[src/rtl/key_debounce_array.sv]
// key_debounce_array
//   N-channel push-button front end. Each channel has a 2-FF synchroniser, tick-based
//   debounce, press/release pulses, a debounced level, long-press detection, auto-repeat
//   pulses and a toggle output. All channels share one 1 ms tick prescaler.
//
// Ports:
//   clk          system clock
//   rst_n        asynchronous active-low reset
//   key_in       raw asynchronous key pins (KEY_NUM)
//   key_state    debounced level, 1 = pressed
//   key_press    1-clk pulse on accepted press
//   key_release  1-clk pulse on accepted release
//   key_long     1-clk pulse when a hold reaches LONG_MS ticks
//   key_repeat   1-clk pulse every REPEAT_MS ticks while long-held (0 disables)
//   key_toggle   flips on every accepted press
module key_debounce_array #(
    parameter int unsigned CLK_FRE     = 50,
    parameter int unsigned KEY_NUM     = 4,
    parameter int unsigned DEBOUNCE_MS = 20,
    parameter int unsigned LONG_MS     = 1000,
    parameter int unsigned REPEAT_MS   = 200,
    parameter int unsigned ACTIVE_LOW  = 1
) (
    input  logic               clk,
    input  logic               rst_n,
    input  logic [KEY_NUM-1:0] key_in,
    output logic [KEY_NUM-1:0] key_state,
    output logic [KEY_NUM-1:0] key_press,
    output logic [KEY_NUM-1:0] key_release,
    output logic [KEY_NUM-1:0] key_long,
    output logic [KEY_NUM-1:0] key_repeat,
    output logic [KEY_NUM-1:0] key_toggle
);

    localparam int unsigned TICK_CYC = CLK_FRE * 1000;
    localparam int unsigned PW       = (TICK_CYC > 1) ? $clog2(TICK_CYC) : 1;
    localparam int unsigned HMAX     = (LONG_MS > REPEAT_MS) ? LONG_MS : REPEAT_MS;
    localparam int unsigned DW       = $clog2(DEBOUNCE_MS) + 1;
    localparam int unsigned HW       = $clog2(HMAX) + 1;

    localparam logic [PW-1:0]      PRE_END  = PW'(TICK_CYC - 1);
    localparam logic [DW-1:0]      DEB_END  = DW'(DEBOUNCE_MS);
    localparam logic [HW-1:0]      LONG_END = HW'(LONG_MS);
    localparam logic [HW-1:0]      REP_END  = HW'(REPEAT_MS);
    localparam bit                 REP_EN   = (REPEAT_MS != 0);
    // Pin level that means "not pressed"; synchronisers reset to it so no false press.
    localparam logic [KEY_NUM-1:0] IDLE_LVL = (ACTIVE_LOW != 0) ? '1 : '0;

    typedef enum logic [2:0] {
        StIdle,
        StPressDeb,
        StHeld,
        StLongHeld,
        StRelDeb
    } state_e;

    // ---------------------------------------------------------------------------------
    // Shared tick prescaler
    // ---------------------------------------------------------------------------------
    logic [PW-1:0] pre_q;
    logic          tick;

    assign tick = (pre_q == PRE_END);

    always_ff @(posedge clk or negedge rst_n) begin
        if (!rst_n) begin
            pre_q <= '0;
        end else if (tick) begin
            pre_q <= '0;
        end else begin
            pre_q <= pre_q + PW'(1);
        end
    end

    // ---------------------------------------------------------------------------------
    // Input synchronisers and polarity normalisation
    // ---------------------------------------------------------------------------------
    logic [KEY_NUM-1:0] sync1_q;
    logic [KEY_NUM-1:0] sync2_q;
    logic [KEY_NUM-1:0] pressed;

    always_ff @(posedge clk or negedge rst_n) begin
        if (!rst_n) begin
            sync1_q <= IDLE_LVL;
            sync2_q <= IDLE_LVL;
        end else begin
            sync1_q <= key_in;
            sync2_q <= sync1_q;
        end
    end

    assign pressed = (ACTIVE_LOW != 0) ? ~sync2_q : sync2_q;

    // ---------------------------------------------------------------------------------
    // Per-channel FSM
    // ---------------------------------------------------------------------------------
    for (genvar i = 0; i < KEY_NUM; i++) begin : g_ch
        state_e        state_q, state_d;
        logic [DW-1:0] dcnt_q, dcnt_d, dcnt_inc;
        logic [HW-1:0] hcnt_q, hcnt_d, hcnt_inc;
        // Which held state to resume if a release turns out to be bounce.
        logic          ret_long_q, ret_long_d;
        logic          level_q, level_d;
        logic          toggle_q, toggle_d;
        logic          press_q, press_d;
        logic          rel_q, rel_d;
        logic          long_q, long_d;
        logic          rep_q, rep_d;

        assign dcnt_inc = dcnt_q + DW'(1);
        assign hcnt_inc = hcnt_q + HW'(1);

        always_ff @(posedge clk or negedge rst_n) begin
            if (!rst_n) begin
                state_q    <= StIdle;
                dcnt_q     <= '0;
                hcnt_q     <= '0;
                ret_long_q <= 1'b0;
                level_q    <= 1'b0;
                toggle_q   <= 1'b0;
                press_q    <= 1'b0;
                rel_q      <= 1'b0;
                long_q     <= 1'b0;
                rep_q      <= 1'b0;
            end else begin
                state_q    <= state_d;
                dcnt_q     <= dcnt_d;
                hcnt_q     <= hcnt_d;
                ret_long_q <= ret_long_d;
                level_q    <= level_d;
                toggle_q   <= toggle_d;
                press_q    <= press_d;
                rel_q      <= rel_d;
                long_q     <= long_d;
                rep_q      <= rep_d;
            end
        end

        always_comb begin
            state_d    = state_q;
            dcnt_d     = dcnt_q;
            hcnt_d     = hcnt_q;
            ret_long_d = ret_long_q;
            level_d    = level_q;
            toggle_d   = toggle_q;
            press_d    = 1'b0;
            rel_d      = 1'b0;
            long_d     = 1'b0;
            rep_d      = 1'b0;
            case (state_q)
                StIdle: begin
                    if (pressed[i]) begin
                        state_d = StPressDeb;
                        dcnt_d  = '0;
                    end
                end
                StPressDeb: begin
                    if (!pressed[i]) begin
                        state_d = StIdle;
                        dcnt_d  = '0;
                    end else if (tick) begin
                        if (dcnt_inc == DEB_END) begin
                            state_d  = StHeld;
                            dcnt_d   = '0;
                            hcnt_d   = '0;
                            press_d  = 1'b1;
                            level_d  = 1'b1;
                            toggle_d = ~toggle_q;
                        end else begin
                            dcnt_d = dcnt_inc;
                        end
                    end
                end
                StHeld: begin
                    if (!pressed[i]) begin
                        state_d    = StRelDeb;
                        dcnt_d     = '0;
                        ret_long_d = 1'b0;
                    end else if (tick) begin
                        if (hcnt_inc == LONG_END) begin
                            state_d = StLongHeld;
                            hcnt_d  = '0;
                            long_d  = 1'b1;
                        end else begin
                            hcnt_d = hcnt_inc;
                        end
                    end
                end
                StLongHeld: begin
                    if (!pressed[i]) begin
                        state_d    = StRelDeb;
                        dcnt_d     = '0;
                        ret_long_d = 1'b1;
                    end else if (REP_EN && tick) begin
                        if (hcnt_inc == REP_END) begin
                            hcnt_d = '0;
                            rep_d  = 1'b1;
                        end else begin
                            hcnt_d = hcnt_inc;
                        end
                    end
                end
                StRelDeb: begin
                    // hcnt is left alone here so a bounced release resumes the hold timing.
                    if (pressed[i]) begin
                        state_d = ret_long_q ? StLongHeld : StHeld;
                        dcnt_d  = '0;
                    end else if (tick) begin
                        if (dcnt_inc == DEB_END) begin
                            state_d    = StIdle;
                            dcnt_d     = '0;
                            hcnt_d     = '0;
                            ret_long_d = 1'b0;
                            rel_d      = 1'b1;
                            level_d    = 1'b0;
                        end else begin
                            dcnt_d = dcnt_inc;
                        end
                    end
                end
                default: begin
                    state_d = StIdle;
                    dcnt_d  = '0;
                    hcnt_d  = '0;
                end
            endcase
        end

        assign key_state[i]   = level_q;
        assign key_press[i]   = press_q;
        assign key_release[i] = rel_q;
        assign key_long[i]    = long_q;
        assign key_repeat[i]  = rep_q;
        assign key_toggle[i]  = toggle_q;
    end

endmodule
[config.mk]
export PLATFORM = sky130hd
export DESIGN_NAME = key_debounce_array
export DESIGN_NICKNAME = d
export VERILOG_FILES = /design/src/rtl/key_debounce_array.sv
export SDC_FILE = /design/constraint.sdc
export NUM_CORES = 1
export LEC_CHECK = 0
export BUFFER_PORTS_ARGS = -buffer_cell sky130_fd_sc_hd__buf_2
export CAP_MARGIN = 15
export CORE_MARGIN = 4
export CORE_UTILIZATION = 55
export CTS_BUF_LIST = sky130_fd_sc_hd__clkbuf_16
export DETAILED_ROUTE_END_ITERATION = 10
export GPL_ROUTABILITY_DRIVEN = 0
export PLACE_DENSITY = 0.75
export SYNTH_ARGS = -nofsm -noshare
export SYNTH_HDL_FRONTEND = slang
export SYNTH_SLANG_ARGS = --single-unit
[constraint.sdc]
create_clock -name clk -period 2.24 [get_ports clk]
set_clock_uncertainty 0.1 [all_clocks]
set_input_delay 0.224 -clock clk [delete_from_list [all_inputs] [get_ports clk]]
set_output_delay 0.224 -clock clk [all_outputs]
set_load 0.005 [all_outputs]
; Word level (Yosys, flattened, before mapping)
; Index checks and enable logic that the tools add are counted.
[word_totals]
output_inout_bits = 24
register_bits = 132
input_bits = 6
wordCells = 431
[classes]
n_eq_ne = 109
n_mux = 221
bitwise = 9
add_sub_neg = 9
reduce_logical = 40
[op_table]
columns = cell, n
row1 = $mux 11, 40
row2 = $pmux 11 s5, 4
row3 = $mux 6, 24
row4 = $mux 3, 44
row5 = $ne 2x2->1 const B, 56
row6 = $pmux 6 s4, 4
row7 = $mux 1, 92
row8 = $ne 3x3->1 const B, 24
row9 = $pmux 3 s5, 4
row10 = $reduce_and 7->1, 8
row11 = $add 11x1->11 const B, 4
row12 = $eq 11x10->1 const B, 4
row13 = $eq 11x8->1 const B, 4
row14 = $reduce_and 8->1, 4
row15 = $add 6x1->6 const B, 4
row16 = $eq 3x2->1 const B, 8
row17 = $eq 6x5->1 const B, 4
row18 = $reduce_and 6->1, 4
row19 = $add 16x1->16 const B, 1
row20 = $eq 16x16->1 const B, 1
row21 = $mux 16, 1
row22 = $reduce_and 4->1, 4
row23 = $eq 3x1->1 const B, 4
row24 = $eq 3x3->1 const B, 4
row25 = 9 further kinds, 37

; Logic depth before layout (Yosys ltp)
[depth]
word_depth = 6
ltp_mapped = 10
ltp_nobuf = 8

; Worst setup path before layout
; OpenSTA, ideal clock, no wires.
[synth_timing]
path_type = reg2reg
startpoint = reg g_ch[1].hcnt_q[1]
endpoint = reg g_ch[1].hcnt_q[8]
setup_time_ns = 0.124
period_less_slack_ns = 2.466
path_stages_with_launch = 9
path_buffers = 0
slack_ns = -0.226
required_time_ns = 2.016
arrival_time_ns = 2.242
path_cell_list = dfrtp_1 > ha_1 > nand3_2 > nor3_1 > xor2_1 > or4_1 > o21ai_2 > nor2_1 > a211o_1
[synth_between]
elab_chain_len = 6
elab_cells_between_ends = 10
cone_classes = 1 x add/sub / 2 x eq/ne / 7 x mux
[synth_rtl]
columns = item, line
row1 = from (decl), 100  ; logic [HW-1:0] hcnt_q, hcnt_d, hcnt_inc;
row2 = from (signal assigned), 128  ; hcnt_q <= hcnt_d;
row3 = $add 11x1->11 (*), 111  ; assign hcnt_inc = hcnt_q + HW'(1);
row4 = $eq 11x8->1 or $eq 11x10->1 (tied branches), "195, 180"
row5 = "$mux 11, on equally long branches", "195, 180"
row6 = "$mux 11, on equally long branches", "194, 179"
row7 = "$mux 11, on equally long branches", "190, 175"
row8 = $pmux 11 s5 (*), 150  ; case (state_q)
; Every way passes the cells marked *; elsewhere a longest branch is shown, timed or not. The select of a mux whose other input is x is not followed.
; A chain may end at the register's enable or synchronous reset.

; Final worst setup path
[layout_timing]
startpoint = reg g_ch[1].hcnt_q[0]
endpoint = reg g_ch[1].hcnt_q[8]
; The elaborated chain is that of the path after synthesis.

==> metrics.md <==
| Metric | Value |
|---|---|
| Status | `finished with violations` |
| Failing checks | `setup timing` |
| Clock Pin Slew Worst Setup and Hold Paths | `about 0.05 ns` |
| Tot GR Track Use | `~22%` |
| Antenna-violating nets left | `0` |
| P_sw | `between 0.001 and 0.0015 W` |
| IO buf count | `29` |
| Top cells by area, synth | `dfrtp_1 (40%), nand2_1 (5.1%), a21oi_1 (4.5%)` |
| Synth Cell Area | `roughly 7700 um^2` |
| Largest area contributor in the netlist | `dfrtp_1` |
| Final core occ | `about three quarters` |
| Initial core utilization | `57.1%` |
| Wirelength, routed | `between 15000 and 20000 um` |
| Fmax | `~0.43 GHz` |
| Seq pwr share | `approximately 45%` |
| Net count after synthesis | `roughly 910` |
| Remaining DRCs | `0` |
| WS Path Type | `reg -> reg` |
| Max-cap viol count | `0` |
| Syn-to-layout area delta | `30.7%` |
| Most frequent cells after synthesis | `dfrtp_1 (124), nand2_1 (104), nor2_1 (89)` |
| Slew HR | `between 60% and 70%` |
| Die height | `around 130 um` |
| Final setup vio count | `18` |
| RSZ-0062 raised after global routing | `true` |
| Final WS setup | `-0.0913 ns` |
| WL/cell | `about 15 um` |
| Pint | `roughly 0.0042 W` |
| Cell variety after synth | `78` |
| Diodes inserted | `0` |
| Worst path arrival time | `around 2.5 ns` |
| Post-synth EDFFs | `0` |
| Pin count of the biggest net entering global routing | `60` |
| First-pass GRT wire length | `29800 um` |
| CTS root buffer | `clkbuf_16` |
| CP required | `between 2 and 2.5 ns` |
| Sw frac | `between 20 and 25%` |
| Power Density | `555 nW/um^2` |
| Reg-to-reg critical path startpoint | `g_ch[1].hcnt_q[0]$_DFFE_PN0P_` |
| Drt pass-1 iters | `5` |
| H-Tree Level Count | `4` |
| Synth Flop Type | `dfrtp_1` |
| Share of cells above drive strength 1 | `between 30 and 40%` |
| TritonCTS Buffers | `17` |
| Crit-path cells | `ha_4, buf_4, o31ai_2, a21oi_1, or4_4, o21ai_4, nor2_2, a211o_1` |
| Crit path launch type | `register` |
| Die W | `126 um` |
| Clock Latency Late Sink | `roughly 0.42 ns` |
| Syn Inst Count | `roughly 890` |
| Static Leak | `4.34 nW` |
| CP top delay family | `compound AO/OA/AOI/OAI gates` |
| Final slew viol count | `0` |
| Vias in the first global route | `~6500` |
| Critical R2R Capture | `g_ch[1].hcnt_q[8]$_DFFE_PN0P_` |
| Vias/cell | `just under 6` |
| Register area share after synthesis | `43.0%` |
| Fin crit share | `104%` |
| Worst slew pin tran | `about 0.56 ns` |
| Maximum VDD drop | `~0.00080 V` |
| Top cell type's share of synthesized area | `between 40% and 50%` |
| Initial antenna violation count | `0` |
| Max Root-Sink Buffers | `2` |
| Initial DRC Count | `652` |
| CTS tree | `done` |
| Final HPWL DP | `11800 um` |
| Nets | `roughly 1000` |
| Logic pwr share | `under 10%` |
| Crit. End Element | `register` |
| Setup TNS | `-0.426 ns` |
| Routed vias | `between 7000 and 8000` |
| Post-route minimum period | `2.33 ns` |
| Crit-path max cell delay | `0.46 ns` |
| Core Footprint | `~14000 um^2` |
| GR Overflow Total | `0` |
| Post-Syn Area per Cell | `approximately 8.7 um^2` |
| Hold Path Class | `in -> async` |
| Synth warn | `0` |
| R2r setup slk | `-0.09 ns` |
| Fraction of registers with async set or reset after synthesis | `100%` |
| Die area | `roughly 16000 um^2` |
| Fill cells | `937` |
| Slowest CP cell | `or4_4` |
| Clk pwr share | `about 46%` |
| Cell Rows | `42` |
| Final Hold Vio Count | `0` |
| Bufs and invs on worst path | `1` |
| Critical Path Fanout Max | `6` |
| Number of clock sinks | `approximately 130` |
| I/O Pins | `30` |
| Top-count cell post-synth | `dfrtp_1` |
| R2R depth | `8` |
| Seq cells post-synth | `approximately 130` |
## layout make-up
class	instances	area [um^2]	area share, %
Multi-Input combinational cell	677	4520	44.9
Sequential cell	132	3320	33.0
Timing Repair Buffer	185	1410	14.0
Clock buffer	17	425	4.22
Tap cell	176	220	2.19
Clock inverter	15	113	1.12
Inverter	15	56.3	0.559
## cell usage in the layout (no fill, tap or decap), types with 5 or more instances in the layout
master         synthesis  final
buf_4                 24    136
dfrtp_1              124    116
nand2_1              104     97
nor2_1                89     82
a21oi_1               70     55
nand3_1               47     40
nor3_1                45     32
o21ai_0               49     31
buf_2                 16     28
inv_1                 15     20
nand4_1               19     19
xor2_1                18     17
clkbuf_16              0     17
o21ai_1                2     16
nand2b_1              16     16
a21oi_2                1     15
or3_1                 14     14
buf_6                  0     14
and2_1                12     11
nor3_2                 1     11
and3_1                12     10
xnor2_1               11     10
mux2i_1               10     10
nor2b_1                9      9
a21o_1                 8      8
dfrtp_2                0      8
dfstp_2                8      8
nor4_1                 9      7
o31ai_1               10      7
o211ai_1               6      6
nand2_2                0      6
ha_1                  11      6
nand3_2                2      5
nor2_2                 0      5
or2_2                  5      5
nor3b_1                7      5
a31oi_1                6      5
dlygate4sd3_1          0      5
## through the flow
stage / area, um^2 / power (W) / setup slack (ns) / instances / hold WS, ns
2_1_floorplan: 7750 / 0.00281 / 0.00741 / 888 / -0.172
3_3_place_gp: 8720 / 0.00296 / -0.0424 / 1154 / 0.138
3_5_place_dp: 8720 / 0.00296 / -0.151 / 1154 / 0.136
4_1_cts: 9460 / 0.00554 / -0.0284 / 1199 / 0.254
5_1_grt: 10100 / 0.00584 / -0.140 / 1217 / 0.257
6_report: 10100 / 0.00558 / -0.0913 / 1217 / 0.250
## sequential cells by signal (all words and copies together) (netlist names), 12 cells and up
name / count
g_ch.dcnt_q: 24
g_ch.state_q: 12
g_ch.hcnt_q: 44
pre_q: 16
## routing by layer
metal | wire length (um) | GRT usage, % | up-vias
li1 | - | - | 3466
met3 | 791 | 4.54 | 44
met1 | 8330 | 30.1 | 3400
met5 | 0 | 0 | -
met4 | 369 | 7.70 | 0
met2 | 9140 | 36.1 | 213
## timing repair
item | in CTS | in global routing
endpoints found under the setup margin | 29 | 48
hold endpoints to repair | 55 | 0
setup buffers | 7 | 19
hold buffers | 5 | 0
cloned | 1 | 0
pin swaps | 10 | 50
gates resized for setup | 28 | 119
## cells by family after synthesis
group	Yosys count	share of synthesized area [%]
fa+ha+maj	11	1.79
compound gates	202	16.9
simple gates	424	28.3
flops	132	43.0
buf+inv	79	5.29
mux	11	1.45
xor+xnor	29	3.30
## power by group through the flow
| stage | combinational, W | sequential, W | clock, W |
|---|---|---|---|
| after floorplan | 0.000325 | 0.00248 | 0 |
| after global routing | 0.000589 | 0.00252 | 0.00273 |
| after detailed placement | 0.000428 | 0.00254 | 0 |
| after global placement | 0.000422 | 0.00254 | 0 |
| after CTS | 0.000452 | 0.00250 | 0.00259 |
| final | 0.000528 | 0.00251 | 0.00254 |
## worst register-to-register path: cells and delay by family, from the launching register on
family | cells | cell delay, ns
flops | 1 | 0.42
compound gates | 4 | 0.81
buf+inv | 1 | 0.14
fa+ha+maj | 1 | 0.21
simple gates | 2 | 0.53
## how the worst max path moves through the flow
stage                                             start                        endpoint  slack (ns)  cells past startpoint
after CTS                           pre_q[10]$_DFF_PN0_   g_ch[2].hcnt_q[9]$_DFFE_PN0P_       -0.03                      8
after floorplan           g_ch[3].hcnt_q[0]$_DFFE_PN0P_  g_ch[3].state_q[0]$_DFFE_PN0P_       0.007                      8
after global routing      g_ch[1].hcnt_q[0]$_DFFE_PN0P_   g_ch[1].hcnt_q[5]$_DFFE_PN0P_       -0.14                      8
after detailed placement  g_ch[0].hcnt_q[0]$_DFFE_PN0P_   g_ch[0].hcnt_q[6]$_DFFE_PN0P_       -0.15                      8
after global placement    g_ch[3].hcnt_q[0]$_DFFE_PN0P_   g_ch[3].hcnt_q[3]$_DFFE_PN0P_       -0.04                      9
final                     g_ch[1].hcnt_q[0]$_DFFE_PN0P_   g_ch[1].hcnt_q[8]$_DFFE_PN0P_       -0.09                      8
Note: power is estimated with default switching activity, not from simulation.
